`config.mk`:
```
export PLATFORM = sky130hd
export DESIGN_NAME = secuenciador_dp
export DESIGN_NICKNAME = d
export VERILOG_FILES = /design/src/rtl/secuenciador_pkg.sv /design/src/rtl/secuenciador_dp_pc_unit.sv /design/src/rtl/secuenciador_dp.sv
export SDC_FILE = /design/constraint.sdc
export NUM_CORES = 1
export LEC_CHECK = 0
export ABC_CLOCK_PERIOD_IN_PS = 5200
export BUFFER_PORTS_ARGS = -buffer_cell sky130_fd_sc_hd__clkbuf_2
export CORE_ASPECT_RATIO = 1.4
export CORE_MARGIN = 2
export CORE_UTILIZATION = 35
export DETAILED_ROUTE_END_ITERATION = 12
export PLACE_DENSITY = 0.58
export SLEW_MARGIN = 20
export SYNTH_ARGS = -nofsm -noshare
export SYNTH_HDL_FRONTEND = slang
export SYNTH_SLANG_ARGS = --single-unit
export TNS_END_PERCENT = 10
```
`constraint.sdc`:
```
create_clock -name clk -period 5.2 [get_ports clk]
set_input_delay 1.04 -clock clk [delete_from_list [all_inputs] [get_ports clk]]
set_output_delay 1.04 -clock clk [all_outputs]
set_load 0.01 [all_outputs]
```
`src/rtl/secuenciador_pkg.sv`:
```
// Shared opcodes, state encoding and PC step for the multi-cycle sequencer.
// Latency: n/a (constants only).
// Backpressure: n/a.
package secuenciador_pkg;

    localparam logic [5:0] OP_RTYPE = 6'b000000;
    localparam logic [5:0] OP_LW    = 6'b100011;
    localparam logic [5:0] OP_SW    = 6'b101011;
    localparam logic [5:0] OP_BEQ   = 6'b000100;
    localparam logic [5:0] OP_HALT  = 6'b111111;

    localparam logic [2:0] ST_IDLE   = 3'd0;
    localparam logic [2:0] ST_FETCH  = 3'd1;
    localparam logic [2:0] ST_DECODE = 3'd2;
    localparam logic [2:0] ST_EXEC   = 3'd3;
    localparam logic [2:0] ST_MEM    = 3'd4;
    localparam logic [2:0] ST_WB     = 3'd5;
    localparam logic [2:0] ST_HALT   = 3'd6;

    typedef enum logic [2:0] {
        S_IDLE   = ST_IDLE,
        S_FETCH  = ST_FETCH,
        S_DECODE = ST_DECODE,
        S_EXEC   = ST_EXEC,
        S_MEM    = ST_MEM,
        S_WB     = ST_WB,
        S_HALT   = ST_HALT
    } state_t;

    localparam logic [31:0] PC_STEP = 32'd4;

endpackage

```
`src/rtl/secuenciador_dp_pc_unit.sv`:
```
// Program counter: sequential step or PC-relative branch, updated on pc_load.
// Latency: new PC visible one cycle after pc_load.
// Backpressure: none; holds value whenever pc_load is low.
module pc_unit
    import secuenciador_pkg::*;
#(
    parameter logic [31:0] RESET_PC = 32'h0000_0000
) (
    input  logic        clk,
    input  logic        rst,
    input  logic        pc_load,
    input  logic        take_branch,
    input  logic [15:0] imm16,
    output logic [31:0] pc
);

    logic [31:0] pc_q, pc_d;
    logic [31:0] pc_seq;
    logic [31:0] br_off;

    always_comb begin
        pc_seq = pc_q + PC_STEP;
        br_off = {{14{imm16[15]}}, imm16, 2'b00};
        pc_d   = pc_q;
        if (pc_load) begin
            pc_d = take_branch ? (pc_seq + br_off) : pc_seq;
        end
    end

    always_ff @(posedge clk or posedge rst) begin
        if (rst) begin
            pc_q <= RESET_PC;
        end else begin
            pc_q <= pc_d;
        end
    end

    assign pc = pc_q;

endmodule

```
`src/rtl/secuenciador_dp.sv`:
```
// Multi-cycle fetch/decode/execute sequencer driving the R/LW/SW/BEQ datapath.
// Latency: BEQ/NOP 3, R/SW 4, LW 5 cycles plus one per fetch wait cycle.
// Backpressure: stalls in FETCH holding im_req/im_addr until im_ack.
module secuenciador_dp
    import secuenciador_pkg::*;
#(
    parameter logic [31:0] RESET_PC = 32'h0000_0000
) (
    input  logic        clk,
    input  logic        rst,
    input  logic        start,
    input  logic        im_ack,
    input  logic [31:0] im_data,
    input  logic        zf,
    output logic        im_req,
    output logic [31:0] im_addr,
    output logic [31:0] instruccion,
    output logic        reg_en,
    output logic        mem_rd,
    output logic        mem_wr,
    output logic        busy,
    output logic        halted,
    output logic [31:0] retired
);

    state_t      state_q, state_d;
    logic [31:0] ir_q, ir_d;
    logic [31:0] retired_q, retired_d;
    logic        retire;
    logic        take_branch;
    logic [5:0]  opcode;
    logic [31:0] pc;

    assign opcode = ir_q[31:26];

    pc_unit #(
        .RESET_PC    (RESET_PC)
    ) u_pc_unit (
        .clk         (clk),
        .rst         (rst),
        .pc_load     (retire),
        .take_branch (take_branch),
        .imm16       (ir_q[15:0]),
        .pc          (pc)
    );

    always_comb begin
        state_d     = state_q;
        ir_d        = ir_q;
        retired_d   = retired_q;
        retire      = 1'b0;
        take_branch = 1'b0;

        case (state_q)
            S_IDLE: begin
                if (start) state_d = S_FETCH;
            end
            S_FETCH: begin
                if (im_ack) begin
                    ir_d    = im_data;
                    state_d = S_DECODE;
                end
            end
            S_DECODE: begin
                // NOPs also pass through EXEC so their latency matches BEQ.
                state_d = (opcode == OP_HALT) ? S_HALT : S_EXEC;
            end
            S_EXEC: begin
                case (opcode)
                    OP_RTYPE:     state_d = S_WB;
                    OP_LW, OP_SW: state_d = S_MEM;
                    OP_BEQ: begin
                        retire      = 1'b1;
                        take_branch = zf;
                    end
                    default:      retire = 1'b1;
                endcase
            end
            S_MEM: begin
                if (opcode == OP_LW) state_d = S_WB;
                else                 retire  = 1'b1;
            end
            S_WB: begin
                retire = 1'b1;
            end
            S_HALT: begin
                state_d = S_HALT;
            end
            default: begin
                state_d = S_IDLE;
            end
        endcase

        if (retire) begin
            retired_d = retired_q + 32'd1;
            state_d   = S_FETCH;
        end
    end

    always_ff @(posedge clk or posedge rst) begin
        if (rst) begin
            state_q   <= S_IDLE;
            ir_q      <= 32'd0;
            retired_q <= 32'd0;
        end else begin
            state_q   <= state_d;
            ir_q      <= ir_d;
            retired_q <= retired_d;
        end
    end

    assign im_req      = (state_q == S_FETCH);
    assign im_addr     = pc;
    assign instruccion = ir_q;
    assign reg_en      = (state_q == S_WB);
    assign mem_rd      = (state_q == S_MEM) && (opcode == OP_LW);
    assign mem_wr      = (state_q == S_MEM) && (opcode == OP_SW);
    assign busy        = (state_q != S_IDLE) && (state_q != S_HALT);
    assign halted      = (state_q == S_HALT);
    assign retired     = retired_q;

endmodule

```
==> results_dict.tcl <==
set metrics [dict create \
    row_count 59 \
    portBuffers 136 \
    synth-compound-area-share_pct 16.1 \
    cts_tree "done" \
    async_flop_share_pct 100 \
    synth_fa_ha_area_share_pct 7.45 \
    firstDrtPassIters 4 \
    synthMuxAreaShare_pct 6.84 \
    tns_ps 0 \
    fin_crit_ps 4250 \
    syn_inst 749 \
    ioPinCount 139 \
    die_y_um 167 \
    synth_edf_count 0 \
    utilization_pct 42.2 \
    gp_congestion 0.857 \
    cp_slowest_cell "nor3_1" \
    status "finished, final reports clean" \
    maxSlewHeadroom_pct 35.5 \
    finalCritPeriodShare_pct 81.7 \
    place_inst 1102 \
    crit_required_ps 5470 \
    slew_viol_final 0 \
    hold_viol 0 \
    routed_via_density 5.32 \
    cts-root-buf "clkbuf_16" \
    cts_setup_buffers 0 \
    maxClockFrequency_mhz 235 \
    syn-cell-area_um2 6660 \
    cts_sinks 97 \
    critPathLaunchType "flop" \
    max_stage_delay_ps 620 \
    grt_pass1_vias 5773 \
    final_common_cell "clkbuf_2" \
    ys_warn_count 0 \
    hp-class "reg -> reg" \
    grt_overflow_total 0 \
    cts_buffers 9 \
    rsz0062_at_grt "false" \
    drt_iter0_markers 208 \
    timing_worst_setup_path_type "reg -> reg" \
    cp-end-kind "flop" \
    layout-drive-gt1-share_pct 23.6 \
    hpwl_um 13300 \
    ir_worst_vdd_uv 358 \
    fin_hold_ws_ps 471 \
    setup_viol 0 \
    grt_first_pass_wirelength_um 30000 \
    postRouteAntennaNets 0 \
    finClkSkew_ps 10.1 \
    syn_to_final_growth_pct 18.0 \
    die_w_um 121 \
    crit_fanout 8 \
    vias 5951 \
    worstPathArrival_ps 4520 \
    synth-seq-area-share_pct 36.5 \
    worst_slew_pin_slew_ps 965 \
    ys.flop_type "dfrtp_1" \
    synthSimpleGateAreaFrac_pct 19.7 \
    synth_cell_types 67 \
    nets 945 \
    powerDensity_nw_per_um2 614 \
    drc 0 \
    holdBufCountCts 0 \
    ys_ff_latch 97 \
    diodes 0 \
    fin_total_pwr_w 0.00482 \
    dieArea_um2 20100 \
    antenna_found_initial 0 \
    path_cells "and4_1 -> nand4_1 -> nor3_1 -> and2_1 -> xor2_1 -> ha_1 -> nand2_1 -> nor2_1 -> a211o_1 -> o22ai_1 -> mux2_2 -> a221oi_1 -> o21ai_0 -> a211oi_1" \
    drt-total-wl_um 18400 \
    cap_violations 0 \
    synth_top_family_by_area "simple AND/OR/NAND/NOR gates" \
    initial_utilization_pct 35.8 \
    wl_per_cell_um 16.5 \
    instances_no_fill 1118 \
    synth.top_cell.area_share_pct 36.5 \
    coreArea_um2 18600 \
    p_leak_nw 3.64 \
    track_usage_pct 18.5 \
    avgSynthCellArea_um2 8.89 \
    htreeDepth 3 \
    synth_xor_area_share_pct 10.3 \
    synthTopCellsByArea "dfrtp_1, ha_1, xnor2_1, mux2_2, a21oi_1" \
    clk_latency_ps 360 \
    clockBufferDepth 2 \
    grt_max_degree 72 \
    clk_pin_slew_ps 80 \
    final_cell_mix "clkbuf_2, dfrtp_1, nand2_1" \
    yosysTopAreaCell "dfrtp_1" \
    cts.repair.resized 0 \
]
## worst max-delay path: cells and delay by family (launching register included)
family                     cells  cell delay (ps)
and+or+nand+nor                6             1680
AOI/OAI and AO/OA              5             1100
DFF                            1              520
muxes                          1              370
adders and majority gates      1              320
xor gates and xnor gates       1              160
## where the power goes
group	total, W	internal, W	switching (W)
Clock	0.000705	0.000344	0.000361
Sequential	0.00134	0.000989	0.000354
Combinational	0.00278	0.00116	0.00161
## cells by family (layout without fill, tap and decap cells)
logic type,count (synthesis),in the layout
fa+ha+maj,39,39
flops,97,97
buf+inv,48,172
simple gates,265,265
mux,41,41
xor+xnor,78,78
compound gates,180,180
other cells,1,2
## routing by layer
layer	GRT usage [%]	vias to the layer above	share of wire, %	routed length (um)
met5	0	-	0	0
met4	7.28	0	2.8	516
met3	3.47	33	4.4	809
met2	32.4	145	51	9490
met1	22.1	2843	41	7610
li1	-	2930	-	-
## worst paths after layout
path | start | endpoint | slack, ps | cells after the start
max | u_pc_unit.pc[13] | u_pc_unit.pc[27] | 950 | 14
min | retired[31] | retired[31] | 470 | 1
max reg2reg | u_pc_unit.pc[13] | u_pc_unit.pc[27] | 950 | 14
min reg2reg | retired[31] | retired[31] | 470 | 1
max in group asynchronous | rst | u_pc_unit.pc[26] | 3400 | 3
min in group asynchronous | rst | instruccion[23] | 850 | 2
## Yosys cell counts, types with 4 or more instances
| cell type | number |
|---|---|
| or3_1 | 5 |
| nand2b_1 | 5 |
| and4_1 | 4 |
| clkbuf_1 | 21 |
| a211oi_1 | 7 |
| ha_1 | 38 |
| nand3_1 | 29 |
| xor2_1 | 28 |
| mux2i_1 | 8 |
| inv_1 | 15 |
| nand2_1 | 71 |
| nand4_1 | 20 |
| a31oi_1 | 5 |
| nor3_1 | 18 |
| xnor2_1 | 50 |
| mux2_2 | 32 |
| a21oi_1 | 67 |
| a21o_1 | 13 |
| buf_2 | 6 |
| and3_1 | 16 |
| o21ai_0 | 50 |
| nor2_1 | 70 |
| dfrtp_1 | 97 |
| nor4_1 | 5 |
| o22ai_1 | 6 |
## flip-flops by register name, indices dropped and copies added (netlist names)
name,flops
instruccion,32
u_pc_unit.pc,30
state_q,3
retired,32
## final cells by class
| cell class | count | area (um2) |
|---|---|---|
| inverter | 15 | 58.8 |
| fill | 1924 | 10700 |
| tap | 244 | 305 |
| timing repair buffer | 141 | 718 |
| clock inverter | 7 | 81.3 |
| clock buffer | 9 | 225 |
| sequential | 97 | 2430 |
| multi-input combinational | 605 | 4040 |
## stage by stage
step | cell area, um2 | setup WS [ps]
detailed placement | 7550 | 994
global placement | 7550 | 1020
floorplan | 6660 | 1510
CTS | 7850 | 964
global route | 7850 | 734
finish | 7850 | 951
Note: power is estimated with default switching activity, not from simulation.
